===== src/rtl/k2_seq_pkg.sv =====
`default_nettype none
// +----------------------------------------------------------------------------+
// | k2_seq_pkg : shared types and default widths for the K2 program sequencer  |
// | Rev 1.0                                                                    |
// +----------------------------------------------------------------------------+
package k2_seq_pkg;

   localparam int K2_BITS   = 8;
   localparam int K2_ADDR_W = 4;
   localparam int K2_INST_W = 8;
   localparam int K2_CYC_W  = 16;

   typedef enum logic [1:0] {
      IDLE = 2'd0,
      LOAD = 2'd1,
      RUN  = 2'd2,
      DONE = 2'd3
   } state_t;

endpackage
`default_nettype wire


===== src/rtl/k2_program_sequencer_if.sv =====
`default_nettype none
// +----------------------------------------------------------------------------+
// | k2_program_sequencer_if : loader, control, core and status signal bundle   |
// | Rev 1.0                                                                    |
// +----------------------------------------------------------------------------+
interface k2_program_sequencer_if
   import k2_seq_pkg::*;
#(
   parameter int BITS   = K2_BITS,
   parameter int ADDR_W = K2_ADDR_W,
   parameter int INST_W = K2_INST_W,
   parameter int CYC_W  = K2_CYC_W
);
   logic              start_load;
   logic              ld_valid;
   logic [INST_W-1:0] ld_data;
   logic              ld_ready;
   logic              run_req;
   logic              halt_req;
   logic [CYC_W-1:0]  cycle_limit;
   logic [ADDR_W-1:0] cpu_addr;
   logic [INST_W-1:0] cpu_inst;
   logic              cpu_rst_n;
   logic [BITS-1:0]   cpu_ro;
   logic [BITS-1:0]   result;
   logic              result_valid;
   logic [CYC_W-1:0]  cycles;
   logic [1:0]        state_o;

   modport master (
      output start_load, ld_valid, ld_data, run_req, halt_req, cycle_limit,
             cpu_addr, cpu_ro,
      input  ld_ready, cpu_inst, cpu_rst_n, result, result_valid, cycles, state_o
   );

   modport slave (
      input  start_load, ld_valid, ld_data, run_req, halt_req, cycle_limit,
             cpu_addr, cpu_ro,
      output ld_ready, cpu_inst, cpu_rst_n, result, result_valid, cycles, state_o
   );

endinterface
`default_nettype wire


===== src/rtl/k2_inst_ram.sv =====
`default_nettype none
// +----------------------------------------------------------------------------+
// | k2_inst_ram : instruction store, one sync write port, one async read port  |
// | Rev 1.0                                                                    |
// +----------------------------------------------------------------------------+
module k2_inst_ram
   import k2_seq_pkg::*;
#(
   parameter int ADDR_W = K2_ADDR_W,
   parameter int INST_W = K2_INST_W
) (
   input  wire logic              clk,
   input  wire logic              rst,
   input  wire logic              i_we,
   input  wire logic [ADDR_W-1:0] i_waddr,
   input  wire logic [INST_W-1:0] i_wdata,
   input  wire logic [ADDR_W-1:0] i_raddr,
   output logic      [INST_W-1:0] o_rdata
);
   localparam int DEPTH = 2 ** ADDR_W;

   logic [INST_W-1:0] r_mem [DEPTH];

   // Whole array clears on reset so a fresh core never fetches stale code.
   always_ff @(posedge clk or posedge rst) begin
      if (rst) begin
         for (int i = 0; i < DEPTH; i++) begin
            r_mem[i] <= '0;
         end
      end else if (i_we) begin
         r_mem[i_waddr] <= i_wdata;
      end
   end

   assign o_rdata = r_mem[i_raddr];

endmodule
`default_nettype wire


===== src/rtl/k2_program_sequencer.sv =====
`default_nettype none
// +----------------------------------------------------------------------------+
// | k2_program_sequencer : loads a program, runs one K2 core, captures Ro      |
// | Rev 1.0                                                                    |
// +----------------------------------------------------------------------------+
module k2_program_sequencer
   import k2_seq_pkg::*;
#(
   parameter int BITS   = K2_BITS,
   parameter int ADDR_W = K2_ADDR_W,
   parameter int INST_W = K2_INST_W,
   parameter int CYC_W  = K2_CYC_W
) (
   input  wire logic             clk,
   input  wire logic             rst,
   k2_program_sequencer_if.slave bus
);
   state_t            r_state;
   state_t            w_state_nxt;
   logic [ADDR_W:0]   r_wr_ptr;
   logic [CYC_W-1:0]  r_cycles;
   logic [CYC_W-1:0]  w_cyc_inc;
   logic              r_cpu_rst_n;
   logic [BITS-1:0]   r_result;
   logic              r_result_valid;
   logic              w_wr_en;
   logic              w_load_start;
   logic              w_run_start;
   logic              w_run_stop;
   logic              w_limit_hit;
   logic [INST_W-1:0] w_rdata;

   assign w_cyc_inc   = (r_cycles == '1) ? r_cycles : r_cycles + 1'b1;
   assign w_limit_hit = (bus.cycle_limit != '0) &&
                        (r_cycles == bus.cycle_limit - 1'b1);

   always_ff @(posedge clk or posedge rst) begin
      if (rst) begin
         r_state <= IDLE;
      end else begin
         r_state <= w_state_nxt;
      end
   end

   always_comb begin
      w_state_nxt  = r_state;
      w_wr_en      = 1'b0;
      w_load_start = 1'b0;
      w_run_start  = 1'b0;
      w_run_stop   = 1'b0;
      case (r_state)
         IDLE, DONE: begin
            if (bus.start_load) begin
               w_state_nxt  = LOAD;
               w_load_start = 1'b1;
            end else if (bus.run_req) begin
               w_state_nxt = RUN;
               w_run_start = 1'b1;
            end
         end
         LOAD: begin
            // The pointer's top bit guards against a second pass over the RAM.
            if (bus.halt_req) begin
               w_state_nxt = IDLE;
            end else if (bus.ld_valid && !r_wr_ptr[ADDR_W]) begin
               w_wr_en = 1'b1;
               if (r_wr_ptr[ADDR_W-1:0] == '1) begin
                  w_state_nxt = IDLE;
               end
            end
         end
         RUN: begin
            if (bus.halt_req || w_limit_hit) begin
               w_state_nxt = DONE;
               w_run_stop  = 1'b1;
            end
         end
         default: w_state_nxt = IDLE;
      endcase
   end

   always_ff @(posedge clk or posedge rst) begin
      if (rst) begin
         r_wr_ptr <= '0;
      end else if (w_load_start) begin
         r_wr_ptr <= '0;
      end else if (w_wr_en) begin
         r_wr_ptr <= r_wr_ptr + 1'b1;
      end
   end

   // The exit edge still counts, so a limit stop leaves cycles == cycle_limit.
   always_ff @(posedge clk or posedge rst) begin
      if (rst) begin
         r_cycles <= '0;
      end else if (w_run_start) begin
         r_cycles <= '0;
      end else if (r_state == RUN) begin
         r_cycles <= w_cyc_inc;
      end
   end

   always_ff @(posedge clk or posedge rst) begin
      if (rst) begin
         r_cpu_rst_n    <= 1'b0;
         r_result       <= '0;
         r_result_valid <= 1'b0;
      end else begin
         if (w_run_start) begin
            r_cpu_rst_n <= 1'b1;
         end else if (w_run_stop) begin
            r_cpu_rst_n <= 1'b0;
         end
         if (w_run_stop) begin
            r_result       <= bus.cpu_ro;
            r_result_valid <= 1'b1;
         end else if (w_load_start || w_run_start) begin
            r_result_valid <= 1'b0;
         end
      end
   end

   k2_inst_ram #(
      .ADDR_W (ADDR_W),
      .INST_W (INST_W)
   ) u_ram (
      .clk     (clk),
      .rst     (rst),
      .i_we    (w_wr_en),
      .i_waddr (r_wr_ptr[ADDR_W-1:0]),
      .i_wdata (bus.ld_data),
      .i_raddr (bus.cpu_addr),
      .o_rdata (w_rdata)
   );

   assign bus.ld_ready     = (r_state == LOAD);
   assign bus.cpu_inst     = w_rdata;
   assign bus.cpu_rst_n    = r_cpu_rst_n;
   assign bus.result       = r_result;
   assign bus.result_valid = r_result_valid;
   assign bus.cycles       = r_cycles;
   assign bus.state_o      = r_state;

endmodule
`default_nettype wire


===== src/flat_wrapper.sv =====
// flat-port wrapper written by rule: the top's interface ports become plain ports
module k2_program_sequencer_flat import k2_seq_pkg::*;
#(
   parameter int BITS   = K2_BITS,
   parameter int ADDR_W = K2_ADDR_W,
   parameter int INST_W = K2_INST_W,
   parameter int CYC_W  = K2_CYC_W
)
  (clk, rst, bus_start_load, bus_ld_valid, bus_ld_data, bus_run_req, bus_halt_req, bus_cycle_limit, bus_cpu_addr, bus_cpu_ro, bus_ld_ready, bus_cpu_inst, bus_cpu_rst_n, bus_result, bus_result_valid, bus_cycles, bus_state_o);
  k2_program_sequencer_if #(.BITS(BITS), .ADDR_W(ADDR_W), .INST_W(INST_W), .CYC_W(CYC_W)) bus_i ();
  input  wire logic clk;
  input  wire logic rst;
  input wire logic [$bits(bus_i.start_load)-1:0] bus_start_load;
  input wire logic [$bits(bus_i.ld_valid)-1:0] bus_ld_valid;
  input wire logic [$bits(bus_i.ld_data)-1:0] bus_ld_data;
  input wire logic [$bits(bus_i.run_req)-1:0] bus_run_req;
  input wire logic [$bits(bus_i.halt_req)-1:0] bus_halt_req;
  input wire logic [$bits(bus_i.cycle_limit)-1:0] bus_cycle_limit;
  input wire logic [$bits(bus_i.cpu_addr)-1:0] bus_cpu_addr;
  input wire logic [$bits(bus_i.cpu_ro)-1:0] bus_cpu_ro;
  output wire logic [$bits(bus_i.ld_ready)-1:0] bus_ld_ready;
  output wire logic [$bits(bus_i.cpu_inst)-1:0] bus_cpu_inst;
  output wire logic [$bits(bus_i.cpu_rst_n)-1:0] bus_cpu_rst_n;
  output wire logic [$bits(bus_i.result)-1:0] bus_result;
  output wire logic [$bits(bus_i.result_valid)-1:0] bus_result_valid;
  output wire logic [$bits(bus_i.cycles)-1:0] bus_cycles;
  output wire logic [$bits(bus_i.state_o)-1:0] bus_state_o;
  assign bus_i.start_load = bus_start_load;
  assign bus_i.ld_valid = bus_ld_valid;
  assign bus_i.ld_data = bus_ld_data;
  assign bus_i.run_req = bus_run_req;
  assign bus_i.halt_req = bus_halt_req;
  assign bus_i.cycle_limit = bus_cycle_limit;
  assign bus_i.cpu_addr = bus_cpu_addr;
  assign bus_i.cpu_ro = bus_cpu_ro;
  assign bus_ld_ready = bus_i.ld_ready;
  assign bus_cpu_inst = bus_i.cpu_inst;
  assign bus_cpu_rst_n = bus_i.cpu_rst_n;
  assign bus_result = bus_i.result;
  assign bus_result_valid = bus_i.result_valid;
  assign bus_cycles = bus_i.cycles;
  assign bus_state_o = bus_i.state_o;
  k2_program_sequencer #(.BITS(BITS), .ADDR_W(ADDR_W), .INST_W(INST_W), .CYC_W(CYC_W)) u_core (.clk(clk), .rst(rst), .bus(bus_i));
endmodule

===== config.mk =====
export PLATFORM = sky130hd
export DESIGN_NAME = k2_program_sequencer_flat
export DESIGN_NICKNAME = d
export VERILOG_FILES = /design/src/rtl/k2_seq_pkg.sv /design/src/rtl/k2_program_sequencer_if.sv /design/src/rtl/k2_inst_ram.sv /design/src/rtl/k2_program_sequencer.sv /design/src/flat_wrapper.sv
export SDC_FILE = /design/constraint.sdc
export NUM_CORES = 1
export LEC_CHECK = 0
export BUFFER_PORTS_ARGS = -buffer_cell sky130_fd_sc_hd__buf_2
export CORE_UTILIZATION = 59
export CTS_CLUSTER_DIAMETER = 200
export DETAILED_ROUTE_END_ITERATION = 16
export PLACE_DENSITY_LB_ADDON = 0.15
export SLEW_MARGIN = 25
export SYNTH_ARGS = -nofsm -noshare
export SYNTH_HDL_FRONTEND = slang
export SYNTH_SLANG_ARGS = --single-unit
export TNS_END_PERCENT = 100

===== constraint.sdc =====
create_clock -name clk -period 14.4 [get_ports clk]
set_input_delay 2.88 -clock clk [delete_from_list [all_inputs] [get_ports clk]]
set_output_delay 2.88 -clock clk [all_outputs]
set_load 0.03 [all_outputs]

==> summary.md, run 1 <==
| Metric | Value |
|---|---|
| CTS tree | done |
| DIE HEIGHT | 119 µm |
| CTS clock-pin slew for the worst setup and hold paths | 0.06 ns |
| Gr usage total | 27.3% |
| Via/cell ratio | 6.03 |
| Final nets | 717 |
| Final wirelength | 17800 µm |
| Antenna violations before repair | 0 |
| First DRT Iteration DRCs | 284 |
| Seq/Total Area, Yosys | 49.9% |
| DR pass1 iterations | 5 |
| Setup TNS | 0 ns |
| Antenna Cells | 0 |
| Layout cells sized above 1 | 43.9% |
| FF+latch area | 4030 µm² |
| Max Freq | 129 MHz |
| Routability Congestion | 0.915 |
| Area of the multi-input gates | 3830 µm² |
| Synth Instances | 601 |
| Most frequent cells in the layout | dfrtp_1 (161), mux2_2 (129), buf_2 (78) |
| Die Area | 14100 µm² |
| Seq cells post-synth | 161 |
| Netlist cell types | 53 |
| Vias | 5159 |
| CP max-delay cell | mux4_2 |
| Max-cap violation count | 0 |
| Pwr Density | 138 nW/µm² |
| Syn-to-layout area delta | 13.8% |
| Dominant synthesized flop cell | dfrtp_1 |
| Maximum vdd drop | 0.139 mV |
| Total power | 1.27 mW |
| Cells after DPL | 823 |
| GRT met2 Usage | 47.6% |
| Clock buffer depth | 2 |
| Synth area leaders | dfrtp_1 (50%), mux2_2 (18%), mux4_2 (11%), nand2_1 (1.6%), xnor2_1 (1.6%) |
| Pins Over Slew Limit | 0 |
| Least-Margin Pin Slew | 0.927 ns |
| Num rows | 42 |
| Core Area | 13300 µm² |
| Port Buffers | 78 |
| Ys Warns | 0 |
| Largest net degree at the start of global routing | 95 |
| Commonest non-fill, non-tap cell in the layout | dfrtp_1 |
| Residual DRC | 0 |
| CTS resizes | 0 |
| Worst-path cell chain | buf_2 > buf_16 > mux4_2 > mux4_2 > buf_2 |
| Leak | 4.44 nW |
| Cell area after synthesis | 8070 µm² |
| Syn_nets | 652 |
| Hold Path Class | reg -> reg |
| Worst Clk Skew | 0.00703 ns |
| Final period util | 53.9% |
| Grt peak-use layer | met2 |
| CP Class | in -> out |
| Synth top area share | 49.9% |
| Met1 Usage GRT | 34.4% |
| Crit-path max cell delay | 0.53 ns |
| Critical path arrival | 4.88 ns |
| CP top delay family | multiplexers |
| # setup viols final | 0 |
| Avg WL per Cell | 20.8 µm |
| CP startpoint kind | primary input |
| Post-synth EDFFs | 0 |
| Rel. slew slack | 37.9% |
| RSZ-0062 raised after global routing | false |
| Sinks on Clock Net | 161 |
| H-Tree Depth | 4 |
| Buffers and inverters on the worst path | 3 |
| Global route overflow | 0 |
| First-pass GRT wire length | 28700 µm |
| ANT nets after route | 0 |
| Critical path capture point type | primary output |
| Post-synth top area cell | dfrtp_1 |
| Status | complete, no violations |
| CTS Buf Count | 17 |
| Fill cell count | 936 |
| Final Non-Filler Cells | 855 |
| DIE WIDTH | 119 µm |
| WP data required | 11.52 ns |
| Fin. Hold Viols | 0 |
| Post-CTS Setup Inserts | 0 |
| Hold buffers post-CTS | 0 |
| Root Buffer | clkbuf_16 |
| Met3 global-route usage | 5.80% |
| Vias in the first global route | 5425 |
| Clock period minus final worst setup slack | 7.76 ns |
| Detail Placement HPWL | 11800 µm |
| Mean post-synth cell area | 13.4 µm² |
| Crit-path max FO | 17 |
| I/O Pins | 79 |
| Initial Util | 60.7% |
| Async S/R FF share, synth | 100% |
| Clk Latency, worst-skew pair | 0.42 ns |
## cell type report
class | instances | area share [%]
multi-input cells | 389 | 41.7
inverters | 16 | 0.708
well taps | 176 | 2.40
clock buffers | 21 | 5.12
repair buffers | 81 | 4.71
clock inverters | 11 | 1.47
flip-flops and latches | 161 | 43.9
## cells in the mapped netlist (4+ instances only)
| cell type | instances |
|---|---|
| mux4_2 | 40 |
| o21ai_0 | 9 |
| dfrtp_1 | 161 |
| inv_1 | 16 |
| nand2_1 | 35 |
| mux2_4 | 8 |
| nor2b_1 | 6 |
| xnor2_1 | 15 |
| xor2_1 | 14 |
| ha_1 | 9 |
| clkbuf_1 | 25 |
| nor2_1 | 32 |
| or3_1 | 5 |
| buf_1 | 6 |
| a21oi_1 | 8 |
| and2_1 | 6 |
| nand3_1 | 6 |
| a211oi_1 | 4 |
| nand4_1 | 8 |
| a31oi_1 | 4 |
| nor3_1 | 6 |
| mux2_2 | 129 |
| nor4_1 | 5 |
## cells by family (layout without fill, tap and decap cells)
family | count (synthesis) | after routing | share of synthesized area [%]
compound gates | 41 | 41 | 3.38
buf+inv | 51 | 129 | 2.67
xor+xnor | 29 | 29 | 3.15
mux | 179 | 179 | 30.9
simple gates | 131 | 131 | 8.58
fa+ha+maj | 9 | 9 | 1.40
flops | 161 | 161 | 49.9
## where the power goes
group	leakage, nW	switching [mW]	internal [mW]
sequential	2.20	0.0367	0.506
combinational	1.94	0.150	0.116
clock	0.298	0.177	0.285
## worst paths after layout
path | start | end | slack (ns) | cells past startpoint
min in group asynchronous | rst | u_core.u_ram.r_mem[85] | 2.61 | 2
max | bus_cpu_addr[0] | bus_cpu_inst[1] | 6.64 | 5
max in group asynchronous | rst | u_core.bus.state_o[1] | 10.45 | 3
min | u_core.u_ram.r_mem[32] | u_core.u_ram.r_mem[32] | 0.50 | 1
min reg2reg | u_core.u_ram.r_mem[32] | u_core.u_ram.r_mem[32] | 0.50 | 1
max reg2reg | u_core.bus.cycles[3] | u_core.bus.result[2] | 11.57 | 8
## metal layers
layer  up-vias  routed length, µm
li1       2318                  -
met1      2646               7050
met2       178               9360
met3        17               1170
met4         0                193
met5         -                  0
## stage by stage
step | instance area, µm² | util (%) | setup WS [ns] | hold slack, ns
2_1_floorplan | 8070 | - | 6.75 | 0.474
3_3_place_gp | 8550 | 64.3 | 6.46 | 0.484
3_5_place_dp | 8580 | 64.5 | 6.61 | 0.490
4_1_cts | 9180 | 69.1 | 6.60 | 0.505
5_1_grt | 9190 | 69.1 | 6.53 | 0.513
6_report | 9190 | 69.1 | 6.64 | 0.503
## registers in the layout, indices dropped and copies added (netlist names)
register / cells
u_core.u_ram.r_mem: 128
u_core.bus.cycles: 16
u_core.bus.state_o: 2
u_core.r_wr_ptr: 5
u_core.bus.result_valid: 1
u_core.bus.cpu_rst_n: 1
u_core.bus.result: 8
Note: power is estimated with default switching activity, not from simulation.
==> inputs of run 2 (changes only) <==
--- a/config.mk
+++ b/config.mk
@@ -6,7 +6,7 @@
 export NUM_CORES = 1
 export LEC_CHECK = 0
 export BUFFER_PORTS_ARGS = -buffer_cell sky130_fd_sc_hd__buf_2
-export CORE_UTILIZATION = 59
+export CORE_UTILIZATION = 54
 export CTS_CLUSTER_DIAMETER = 200
 export DETAILED_ROUTE_END_ITERATION = 16
 export PLACE_DENSITY_LB_ADDON = 0.15
==> constraint.sdc (replaced) <==
create_clock -name clk -period 6.45 [get_ports clk]
set_input_delay 1.29 -clock clk [delete_from_list [all_inputs] [get_ports clk]]
set_output_delay 1.29 -clock clk [all_outputs]
set_load 0.03 [all_outputs]
==> run 2 against run 1 <==
  * Largest cell class unchanged
  * Via count is 0.14% higher
  * Worst setup slack got worse by 4.9 ns
  * Final cell count grew 0.82%
  * Sequential share of layout area decreased by 0.11 points
  * Largest power group unchanged
  * Clock power grew 130%
  * Sequential cell count stayed put
  * Count of clock-buffer cells in the layout down 1
  * Non-clock buffer count shrank 1
==> summary.md, run 2 (same netlist as run 1, synthesis figures left out) <==
| Metric | Value |
|---|---|
| Root Buffer | clkbuf_16 |
| Residual DRC | 0 |
| Syn-to-layout area delta | 14.1% |
| Vias | 5166 |
| Max FFs per register | 128 |
| Final nets | 716 |
| Critical path capture point type | primary output |
| Hold Path Class | reg -> reg |
| WP data required | 5.16 ns |
| Maximum vdd drop | 0.277 mV |
| Flop-to-flop setup slack | 3.64 ns |
| Core Area | 14500 µm² |
| Post-CTS Setup Inserts | 0 |
| RR Endpoint | u_core.u_ram.r_mem[67] |
| Fin area | 9210 µm² |
| Layout cells sized above 1 | 43.8% |
| CTS resizes | 0 |
| # setup viols final | 0 |
| Hold buffers post-CTS | 0 |
| CTS Buf Count | 17 |
| Critical R2R Launch | u_core.bus.state_o[1] |
| Hold depth | 1 |
| First-pass GRT wire length | 29700 µm |
| I/O Pins | 79 |
| Final wirelength | 18200 µm |
| DIE WIDTH | 124 µm |
| H-Tree Depth | 4 |
| Worst Clk Skew | 0.00726 ns |
| Detail Placement HPWL | 12100 µm |
| Initial Util | 55.5% |
| Num rows | 44 |
| First DRT Iteration DRCs | 310 |
| FF+latch area | 4030 µm² |
| Critical path arrival | 3.42 ns |
| DR pass1 iterations | 6 |
| DIE HEIGHT | 124 µm |
| Die Area | 15400 µm² |
| Rel. slew slack | 44.1% |
| ANT nets after route | 0 |
| CP startpoint kind | primary input |
| Via/cell ratio | 5.99 |
| Fill cell count | 1116 |
| Critical path capture point | bus_cpu_inst[5] |
| Max-cap violation count | 0 |
| Setup TNS | 0 ns |
| CTS tree | done |
| Gr usage total | 25.2% |
| Status | complete, no violations |
| Post-DP Area | 8560 µm² |
| Sinks on Clock Net | 161 |
| Clk Latency, worst-skew pair | 0.42 ns |
| Crit-path max FO | 17 |
| Largest Register | u_core.u_ram.r_mem |
| RSZ-0062 raised after global routing | false |
| Pwr Density | 314 nW/µm² |
| Clock buffer depth | 2 |
| Worst-case reg-to-reg path depth | 7 |
| Largest net degree at the start of global routing | 105 |
| Routability Congestion | 0.863 |
| Max Freq | 212 MHz |
| Final period util | 73.0% |
| Most frequent cells in the layout | dfrtp_1 (161), mux2_2 (129), buf_2 (78) |
| Leak | 4.43 nW |
| Critical Path Start | bus_cpu_addr[0] |
| Least-Margin Pin Slew | 0.838 ns |
| Commonest non-fill, non-tap cell in the layout | dfrtp_1 |
| Port Buffers | 78 |
| Avg WL per Cell | 21.1 µm |
| Fin. Hold Viols | 0 |
| Global route overflow | 0 |
| Antenna violations before repair | 0 |
| Pins Over Slew Limit | 0 |
| CTS clock-pin slew for the worst setup and hold paths | 0.06 ns |
| Antenna Cells | 0 |
| CP Class | in -> out |
| Vias in the first global route | 5471 |
| Clock period minus final worst setup slack | 4.71 ns |
| Area of the multi-input gates | 3840 µm² |
run 2: cell types whose count changed in the layout (fill, tap and decap cells not counted), sizes merged:
| cell | before | now |
|---|---|---|
| clkinv | 6 | 4 |
| clkinvlp | 2 | 3 |
| bufinv | 3 | 4 |
| clkbuf | 21 | 20 |
| inv | 16 | 17 |
| buf | 81 | 80 |
run 2: worst min-delay path by stage:
stage                             from                 endpoint
6_report        u_core.u_ram.r_mem[39]   u_core.u_ram.r_mem[39]
5_1_grt         u_core.u_ram.r_mem[10]   u_core.u_ram.r_mem[10]
4_1_cts         u_core.u_ram.r_mem[41]   u_core.u_ram.r_mem[41]
3_5_place_dp    u_core.u_ram.r_mem[41]   u_core.u_ram.r_mem[41]
3_3_place_gp    u_core.u_ram.r_mem[69]   u_core.u_ram.r_mem[69]
2_1_floorplan  u_core.u_ram.r_mem[104]  u_core.u_ram.r_mem[104]
run 2: where the power goes:
part           switching (mW)  total [mW]  internal (mW)
clock network           0.408        1.08          0.671
logic                   0.345       0.603          0.257
registers              0.0839        1.21           1.13
total                   0.837        2.89           2.06
run 2: final cells by class:
type / instances / area share, %
clock buffer: 20 / 4.96
clock inverter: 12 / 1.97
inverter: 16 / 0.734
multi-input combinational: 389 / 41.7
sequential: 161 / 43.7
tap: 184 / 2.50
timing repair buffer: 80 / 4.40
run 2: critical path: stages:
cell and delay (ns):
buf_2 0.47, buf_4 0.42, mux4_2 0.56, mux4_2 0.47, buf_2 0.19
run 2: through the flow:
step	std cells	power (mW)	hold WS, ns	utilization, %	setup slack, ns
5_1_grt	862	3.03	0.509	63.4	1.55
3_3_place_gp	830	1.80	0.481	58.9	1.69
3_5_place_dp	830	1.83	0.487	58.9	1.59
2_1_floorplan	601	1.67	0.474	-	0.812
4_1_cts	862	2.91	0.502	63.3	1.67
6_report	862	2.89	0.502	63.4	1.74
run 2: per-layer routing:
metal / up-vias / part of all wire, % / track usage (%)
li1: 2324 / - / -
met1: 2663 / 43 / 33.1
met2: 148 / 50 / 41.5
met3: 31 / 4.7 / 6.21
met4: 0 / 2.1 / 7.65
met5: - / 0 / 0
